==> config.mk <==
export PLATFORM = sky130hd
export DESIGN_NAME = pipe_mem_arbiter
export DESIGN_NICKNAME = d
export VERILOG_FILES = /design/src/rtl/pipe_mem_arbiter.sv
export SDC_FILE = /design/constraint.sdc
export NUM_CORES = 1
export LEC_CHECK = 0
export BUFFER_PORTS_ARGS = -buffer_cell sky130_fd_sc_hd__buf_2
export CAP_MARGIN = 40
export CORE_MARGIN = 8
export CORE_UTILIZATION = 40
export DETAILED_ROUTE_END_ITERATION = 7
export GPL_ROUTABILITY_DRIVEN = 0
export PLACE_DENSITY = 0.64
export SLEW_MARGIN = 20
export SYNTH_ARGS = -nofsm -noshare
export SYNTH_HDL_FRONTEND = slang
export SYNTH_SLANG_ARGS = --single-unit
==> constraint.sdc <==
create_clock -name clk_i -period 9.8 [get_ports clk_i]
set_clock_uncertainty 0.15 [all_clocks]
set_input_delay 0.98 -clock clk_i [delete_from_list [all_inputs] [get_ports clk_i]]
set_output_delay 0.98 -clock clk_i [all_outputs]
set_load 0.02 [all_outputs]
==> src/rtl/pipe_mem_arbiter.sv <==
// pipe_mem_arbiter: shares one single-port memory between the instruction
// fetch port (IF, read-only) and the MEM-stage data port (DM, read/write).
// One transaction is in flight at a time. DM has priority, but IF wins a
// contested grant after STARVE_MAX consecutive losses. A bus timeout
// force-completes a stuck transaction with 32'hDEADBEEF and sets a sticky
// error flag.
module pipe_mem_arbiter #(
  parameter int STARVE_MAX = 4,
  parameter int TIMEOUT    = 64
) (
  input  logic        clk_i,
  input  logic        rst_i,
  input  logic        start_i,
  // instruction fetch port
  input  logic        if_req_i,
  input  logic [31:0] if_addr_i,
  output logic        if_ack_o,
  output logic [31:0] if_data_o,
  output logic        if_stall_o,
  // data memory port
  input  logic        dm_req_i,
  input  logic        dm_we_i,
  input  logic [31:0] dm_addr_i,
  input  logic [31:0] dm_wdata_i,
  output logic        dm_ack_o,
  output logic [31:0] dm_rdata_o,
  output logic        dm_stall_o,
  // backend memory
  output logic        mem_req_o,
  output logic        mem_we_o,
  output logic [31:0] mem_addr_o,
  output logic [31:0] mem_wdata_o,
  input  logic        mem_ack_i,
  input  logic [31:0] mem_rdata_i,
  // status
  output logic        owner_o,
  output logic        busy_o,
  output logic        err_o
);

  localparam int SW = $clog2(STARVE_MAX + 1);
  localparam int TW = (TIMEOUT > 1) ? $clog2(TIMEOUT) : 1;
  localparam logic [SW-1:0] STARVE_LIMIT = SW'(STARVE_MAX);
  localparam logic [TW-1:0] TMO_LAST     = TW'(TIMEOUT - 1);
  localparam logic [31:0]   TMO_DATA     = 32'hDEADBEEF;

  typedef enum logic [1:0] {
    IDLE = 2'd0,
    BUSY = 2'd1,
    RESP = 2'd2
  } state_t;

  state_t        state;
  logic [SW-1:0] starve_cnt;
  logic [TW-1:0] tmo_cnt;

  logic        want_grant;
  logic        grant_dm;
  logic        finish;
  logic [31:0] resp_data;

  // Grant decision in IDLE: DM first unless IF has hit the starvation limit.
  assign want_grant = start_i & (if_req_i | dm_req_i);
  assign grant_dm   = dm_req_i & ~(if_req_i & (starve_cnt == STARVE_LIMIT));

  // A backend ack takes precedence over a timeout landing in the same cycle.
  assign finish    = mem_ack_i | (tmo_cnt == TMO_LAST);
  assign resp_data = mem_ack_i ? mem_rdata_i : TMO_DATA;

  // Stalls are combinational so the pipeline freezes in the request cycle.
  assign if_stall_o = if_req_i & ~if_ack_o;
  assign dm_stall_o = dm_req_i & ~dm_ack_o;
  assign busy_o     = (state != IDLE);

  // Arbitration FSM with all outputs registered.
  // NOTE: every register here uses <= so all updates see pre-edge values;
  // a blocking write would leak a new value into later statements this edge.
  always_ff @(posedge clk_i or posedge rst_i) begin
    if (rst_i) begin
      state       <= IDLE;
      starve_cnt  <= '0;
      tmo_cnt     <= '0;
      mem_req_o   <= 1'b0;
      mem_we_o    <= 1'b0;
      mem_addr_o  <= '0;
      mem_wdata_o <= '0;
      if_ack_o    <= 1'b0;
      if_data_o   <= '0;
      dm_ack_o    <= 1'b0;
      dm_rdata_o  <= '0;
      owner_o     <= 1'b0;
      err_o       <= 1'b0;
    end else begin
      // Acks are single-cycle pulses unless re-armed below.
      if_ack_o <= 1'b0;
      dm_ack_o <= 1'b0;
      case (state)
        IDLE: begin
          if (want_grant) begin
            owner_o     <= grant_dm;
            mem_req_o   <= 1'b1;
            mem_we_o    <= grant_dm & dm_we_i;
            mem_addr_o  <= grant_dm ? dm_addr_i : if_addr_i;
            mem_wdata_o <= grant_dm ? dm_wdata_i : 32'h0;
            tmo_cnt     <= '0;
            state       <= BUSY;
            if (grant_dm) begin
              if (if_req_i && (starve_cnt != STARVE_LIMIT))
                starve_cnt <= starve_cnt + SW'(1);
            end else begin
              starve_cnt <= '0;
            end
          end
        end
        BUSY: begin
          if (finish) begin
            mem_req_o <= 1'b0;
            tmo_cnt   <= '0;
            state     <= RESP;
            if (!mem_ack_i) err_o <= 1'b1;
            if (owner_o) begin
              dm_rdata_o <= resp_data;
              dm_ack_o   <= 1'b1;
            end else begin
              if_data_o <= resp_data;
              if_ack_o  <= 1'b1;
            end
          end else begin
            tmo_cnt <= tmo_cnt + TW'(1);
          end
        end
        RESP: state <= IDLE;
        default: state <= IDLE;
      endcase
    end
  end

endmodule

Yosys cells after proc, flatten, opt, wreduce, memory -nomap -nowiden --
Index checks and enable logic that the tools add are counted.
Storage, ports and cells: logic and storage cells 67, input port bits 135, register bits after elaboration 145
Cells by class: reduce and logical (&&, ||, !) cells 12, equality and inequality tests 7, mux-type cells 20, bitwise operators 13, $add $sub $neg 2
Operator list (count):
- two-way mux 32 bit | 3
- AND reduction 3 bit | 5
- two-way mux 6 bit | 2
- one-hot mux 6 bit (2 select lines) | 1
- two-way mux 1 bit | 8
- adder 6 x 1 -> 6 bit, second input constant | 1
- AND 1 bit | 6
- == test 6 bit, second input constant | 1
- two-way mux 3 bit | 2
- AND reduction 2 bit | 3
- inverter 1 bit | 5
- two-way mux 2 bit | 2
- != test 2 bit, second input constant | 2
- one-hot mux 2 bit (2 select lines) | 1
- nonzero test 2 bit | 2
- adder 3 x 1 -> 3 bit, second input constant | 1
- == test 3 bit, second input constant | 1
- != test 3 bit, second input constant | 1
- == test 2 x 1 -> 1 bit, second input constant | 1
- logical NOT 2 bit | 1
- != test 2 x 1 -> 1 bit, second input constant | 1
- OR 1 bit | 2
- one-hot mux 1 bit (2 select lines) | 1
- logical AND 1 bit | 1

Longest topological paths before layout --
Gate-level depths: netlist of run 1.
word-level depth 6, depth in mapped cells 7

Worst setup path after synthesis of run 1 --
Ideal clock, no wire load.
path type input port to output port, start in dm_req_i, end out dm_stall_o, cell stages on the path 4, path slack 6959 ps, arrival time 1711 ps, path through buf_2 -> inv_1 -> clkbuf_1 -> nor2_1
On the way: longest elaborated chain between the ends 1
RTL lines:
- from (decl) | RTL line 21 | input logic dm_req_i,
- AND 1 bit | RTL line 72 | assign dm_stall_o = dm_req_i & ~dm_ack_o;
- to (decl) | RTL line 27 | output logic dm_stall_o,
Every way passes these cells.

Worst setup path after layout of run 1 --
Ends and elaborated chain as after synthesis.

==> metrics.md, run 1 <==
| Metric | Value |
|---|---|
| CTS resizes | `0` |
| Die area | `21480 um^2` |
| Compound-gate portion of the synthesized area | `19.43%` |
| Slowest CP cell | `buf_2` |
| CP max stage delay | `0.50 ns` |
| Avg WL per Cell | `18.02 um` |
| Filler cells | `1583` |
| Die Wd | `146.6 um` |
| Fmax achieved | `0.2825 GHz` |
| Placed Area | `8253 um^2` |
| 1st-iter DRT viols | `261` |
| M1 GR Usage | `23.35%` |
| Share of post-route cells with drive strength above 1 | `38.02%` |
| Row cnt | `47` |
| Critical path arrival | `2.41 ns` |
| Pin count of the biggest net entering global routing | `89` |
| Main combinational cell family by area after synthesis | `compound AO/OA/AOI/OAI gates` |
| Hpwl dp | `14150 um` |
| Post-synth EDFFs | `0` |
| GR peak layer | `met2` |
| HP Class | `in2async` |
| Leak | `0.004237 uW` |
| Register area | `3628 um^2` |
| Drc violations | `0` |
| Post-Synth XOR/XNOR Area | `0.1284%` |
| Main synth FF type | `dfrtp_1` |
| Post-route minimum period | `3.540 ns` |
| H-tree depth | `4` |
| Syn. warnings | `0` |
| Met3 Usage GRT | `7.262%` |
| # IOs | `272` |
| Clock Pin Slew Worst Setup and Hold Paths | `0.06 ns` |
| Mapped cell area | `6819 um^2` |
| Most common cell on crit path | `buf_2` |
| Clk sinks | `145` |
| Post-CTS Setup Bufs | `0` |
| Port Buf Inserts | `271` |
| Routed WL | `20130 um` |
| Hold buffer count at CTS | `0` |
| Top cells by area, synth | `dfrtp_1 (53%), mux2i_1 (7.0%), a21oi_1 (5.9%)` |
| Die Ht | `146.6 um` |
| Outcome | `completed` |
| Total congestion overflow | `0` |
| Crit-path cells | `buf_2, inv_1, buf_16, nor2_1, buf_2` |
| Area leader, netlist | `dfrtp_1` |
| Final Slew Violations | `0` |
| WP data required | `8.67 ns` |
| First-pass GRT wire length | `32710 um` |
| Via count | `5810` |
| Crit path max fanout | `38` |
| Multiplexer share of the synthesized area | `9.853%` |
| Final hold vios | `0` |
| Pwr/cell area | `273.6 nW/um^2` |
| Post-route cell area | `8886 um^2` |
| Yosys reg bits | `145` |
| Syn_nets | `774` |
| Register area share after synthesis | `53.21%` |
| Post-synth top cells | `dfrtp_1 (145), a21oi_1 (81), inv_1 (54)` |
| Final setup violation count | `0` |
| Count leader, synth | `dfrtp_1` |
| Vias per cell | `5.201` |
| Worst VDD drop | `139.9 uV` |
| Crit path capture type | `primary output` |
| Initial Util | `40.97%` |
| Simple-Gate Fraction of Synth Area | `9.046%` |
| Fin Setup TNS | `0 ns` |
| Period utilisation layout | `36.12%` |
| CP Launch Type | `primary input` |
| Post-synth cell types | `51` |
| CTS Buf Count | `17` |
| TritonCTS clock tree | `built` |
| Post-synthesis cell count | `636` |
| Clock Path Buffers | `2` |
| Maxcap violations | `0` |
| Root Buffer | `clkbuf_16` |
| Multi-input gate area | `2670 um^2` |
| Top cell type's share of synthesized area | `53.21%` |
| CP Class | `in2out` |
| Syn Area/Cell | `10.72 um^2` |
| Post-Synth Adder-Cell Area | `0.5505%` |
| Ant diodes | `0` |
| Clock Latency Late Sink | `0.41 ns` |
| RSZ-0062 raised after global routing | `false` |
| Vias in the first global route | `6097` |
| Initial antenna violation count | `1` |
| Placed cells | `1083` |
| Slew @ Worst Pin | `0.8519 ns` |
| Met2 global-route usage | `29.07%` |
| Non-Filler Instances | `1117` |
| Core ar. | `16640 um^2` |
| Area Growth Syn to Fin | `30.31%` |
| FFs w/ async S/R, synth | `100.0%` |
| TritonRoute pass-1 iters | `7` |
| Worst rel slew slack | `43.07%` |
| Pwr Total | `2432 uW` |
| Routed Antenna Nets | `0` |
| Layout Nets | `1022` |
| All-Layer GR Usage | `18.66%` |
## per-layer routing
metal  vias up  part of all wire, %  wire length, um
li1       2758                    -                -
met1      2765                   43             8645
met2       264                   46             9249
met3        21                  9.6             1935
met4         2                  1.4              280
met5         -                0.065               13
## layout make-up
class / instances / area share [%]
clock buffers: 17 / 4.787
clock inverters: 15 / 1.718
inverters: 54 / 2.337
multi-input cells: 384 / 30.05
flip-flops and latches: 145 / 40.83
well taps: 220 / 3.098
repair buffers: 282 / 17.18
## power by group
group	total (uW)	switching [uW]	leakage, uW	internal, uW
combinational	894	549	0.00217	345
clock	636	278	0.000277	358
sequential	902	125	0.00179	777
## critical path, delay by kind of cell
family / cells / cell delay, ns
and+or+nand+nor: 1 / 0.10
buffers and inverters: 4 / 1.30
## path summary, 6_finish.rpt
path / from / to / slack (ns) / cells past startpoint
setup / recovery: dm_req_i / dm_stall_o / 6.26 / 5
hold / removal: rst_i / mem_wdata_o[12] / 0.31 / 2
setup reg to reg: state[1] / mem_addr_o[16] / 7.36 / 4
hold reg to reg: err_o / err_o / 0.32 / 1
max in group asynchronous: rst_i / if_data_o[5] / 8.14 / 5
min in group clk_i: err_o / err_o / 0.32 / 1
## cells in the final DEF (no fill, tap or decap), types with 2 or more instances in the layout
cell type,Yosys,routed
buf_2,21,271
dfrtp_1,145,145
a21oi_1,81,81
inv_1,54,53
mux2i_1,48,48
o21ai_0,38,38
nand3_1,36,36
a22o_1,33,33
a31oi_1,32,32
nand2b_1,24,24
a21o_1,18,18
clkbuf_16,0,17
mux2_2,13,13
and2_1,10,10
buf_4,1,6
nand2_1,5,5
inv_6,0,5
nor2b_1,4,4
buf_16,0,4
nor3b_1,3,3
nand4_1,3,3
mux2_4,3,3
ha_1,3,3
clkinvlp_4,0,3
inv_8,0,3
clkinv_4,0,3
nor3_1,2,2
a211o_1,2,2
and3_1,2,2
nor2_1,2,2
## metrics by stage
step                setup WS (ns)  utilization, %  hold WS [ns]
floorplan                   4.775               -        0.3347
global placement            6.017           49.16        0.3052
detailed placement          6.263           49.59        0.3095
CTS                         6.255           53.06        0.3257
global route                6.125           53.39        0.3024
finish                      6.260           53.39        0.3090
## flip-flops by register name, summed over array words and instances, names as in the netlist
| signal | cells |
|---|---|
| mem_req_o | 1 |
| if_ack_o | 1 |
| if_data_o | 32 |
| owner_o | 1 |
| mem_we_o | 1 |
| dm_rdata_o | 32 |
| starve_cnt | 3 |
| err_o | 1 |
| mem_addr_o | 32 |
| state | 2 |
| mem_wdata_o | 32 |
| dm_ack_o | 1 |
| tmo_cnt | 6 |
## cells by family after synthesis
family                     count (synthesis)
muxes                                     64
and+or+nand+nor                          102
buffers and inverters                    107
AOI/OAI and AO/OA                        214
xor gates and xnor gates                   1
DFF                                      145
adders and majority gates                  3
Note: power is estimated with default switching activity, not from simulation.
==> run 2, diff against run 1 <==
--- a/config.mk
+++ b/config.mk
@@ -11,7 +11,7 @@
 export CORE_UTILIZATION = 40
 export DETAILED_ROUTE_END_ITERATION = 7
 export GPL_ROUTABILITY_DRIVEN = 0
-export PLACE_DENSITY = 0.64
+export PLACE_DENSITY = 0.67
 export SLEW_MARGIN = 20
 export SYNTH_ARGS = -nofsm -noshare
 export SYNTH_HDL_FRONTEND = slang
==> constraint.sdc (replaced) <==
create_clock -name clk_i -period 2.9 [get_ports clk_i]
set_clock_uncertainty 0.15 [all_clocks]
set_input_delay 0.29 -clock clk_i [delete_from_list [all_inputs] [get_ports clk_i]]
set_output_delay 0.29 -clock clk_i [all_outputs]
set_load 0.02 [all_outputs]
==> metrics.md, run 2 (same netlist as run 1, synthesis figures left out) <==
| Metric | Value |
|---|---|
| Placed cells | `1095` |
| Layout Nets | `1114` |
| Placed Area | `8305 um^2` |
| Outcome | `completed` |
| Slew @ Worst Pin | `0.7108 ns` |
| WP data required | `3.09 ns` |
| Clock Pin Slew Worst Setup and Hold Paths | `0.06 ns` |
| Via count | `6234` |
| Leak | `0.004588 uW` |
| Post-route minimum period | `2.286 ns` |
| Final worst slack | `0.6143 ns` |
| HP Class | `in2reg` |
| Initial antenna violation count | `3` |
| Post-route cell area | `9731 um^2` |
| H-tree depth | `4` |
| 1st-iter DRT viols | `338` |
| Port Buf Inserts | `271` |
| Drc violations | `0` |
| Routed WL | `21890 um` |
| First-pass GRT wire length | `35740 um` |
| CP Launch Type | `flop` |
| Critical path arrival | `2.48 ns` |
| Commonest non-fill, non-tap cells in the layout | `buf_2 (271), dfrtp_1 (145), dlygate4sd3_1 (82), a21oi_1 (81), inv_1 (53)` |
| Final setup violation count | `0` |
| Clk sinks | `145` |
| Initial Util | `40.97%` |
| CTS resizes | `0` |
| Maxcap violations | `0` |
| Core ar. | `16640 um^2` |
| Final Slew Violations | `0` |
| Worst VDD drop | `423.5 uV` |
| TritonCTS clock tree | `built` |
| Area Growth Syn to Fin | `42.70%` |
| Vias per cell | `5.144` |
| All-Layer GR Usage | `20.40%` |
| Crit path capture type | `flop` |
| Routed Antenna Nets | `0` |
| Pin count of the biggest net entering global routing | `54` |
| Non-Filler Instances | `1212` |
| Pwr/cell area | `879.2 nW/um^2` |
| Crit path max fanout | `34` |
| Die Ht | `146.6 um` |
| Final hold vios | `0` |
| Clock Latency Late Sink | `0.41 ns` |
| # IOs | `272` |
| Fmax achieved | `0.4375 GHz` |
| Most common cell after layout, fill and taps aside | `buf_2` |
| Worst rel slew slack | `52.61%` |
| Share of post-route cells with drive strength above 1 | `35.39%` |
| Total congestion overflow | `0` |
| Die Wd | `146.6 um` |
| Clock Path Buffers | `2` |
| RSZ-0062 raised after global routing | `false` |
| Row cnt | `47` |
| Hpwl dp | `14580 um` |
| TritonRoute pass-1 iters | `5` |
| Fin Setup TNS | `0 ns` |
| CTS Buf Count | `17` |
| CP Class | `reg2reg` |
| Die area | `21480 um^2` |
| Period utilisation layout | `78.82%` |
| Place WS | `0.6761 ns` |
| Avg WL per Cell | `18.06 um` |
| Vias in the first global route | `6684` |
| Root Buffer | `clkbuf_16` |
| Pwr Total | `8555 uW` |
## run 2: final timing paths
path / startpoint / endpoint / slack (ns) / depth (start not counted)
worst max-delay path: starve_cnt[0] / mem_addr_o[20] / 0.61 / 7
worst min-delay path: if_addr_i[27] / mem_addr_o[27] / 0.02 / 3
worst max register to register: starve_cnt[0] / mem_addr_o[20] / 0.61 / 7
worst min register to register: err_o / err_o / 0.33 / 1
max in group asynchronous: rst_i / if_data_o[9] / 1.36 / 5
min in group asynchronous: rst_i / dm_ack_o / 0.37 / 3
## run 2: critical path: stages, from the launching register on
cell and delay, ns:
dfrtp_1 0.38, inv_1 0.06, ha_1 0.23, nand3_2 0.08, buf_4 0.35, nand3_1 0.15, a31oi_1 0.21, dlygate4sd3_1 0.59
## run 2: area by class of cell
class	count	area, um^2
Inverter	54	206.4
Antenna cell	3	7.507
Clock inverter	15	171.4
Clock buffer	17	425.4
Fill cell	1418	6912
Sequential cell	145	3628
Timing Repair Buffer	374	2347
Multi-Input combinational cell	384	2669
Tap cell	220	275.3
## run 2: timing repair
action                                 4_1_cts  5_1_grt
hold buffers                                82        0
endpoints found under the hold margin       88        0
setup buffers                                0        0
## run 2: power breakdown
group / internal, uW / switching, uW / leakage [uW]
sequential: 2630 / 420 / 0.00179
combinational: 1350 / 1960 / 0.00252
clock: 1290 / 910 / 0.000280
## run 2: metrics by stage
| stage | utilization [%] | hold slack (ns) |
|---|---|---|
| after CTS | 58.42 | 0.0004497 |
| final | 58.47 | 0.01827 |
| after floorplan | - | 0.2725 |
| after global placement | 49.91 | 0.2761 |
| after global routing | 58.47 | 0.008917 |
| after detailed placement | 49.91 | 0.2756 |
## run 2: layer usage
metal | up-vias | track usage, % | wire [um]
met3 | 27 | 7.664 | 1914
met4 | 0 | 6.955 | 381
met2 | 307 | 31.87 | 10070
li1 | 2942 | - | -
met1 | 2958 | 25.45 | 9525
met5 | - | 0 | 0
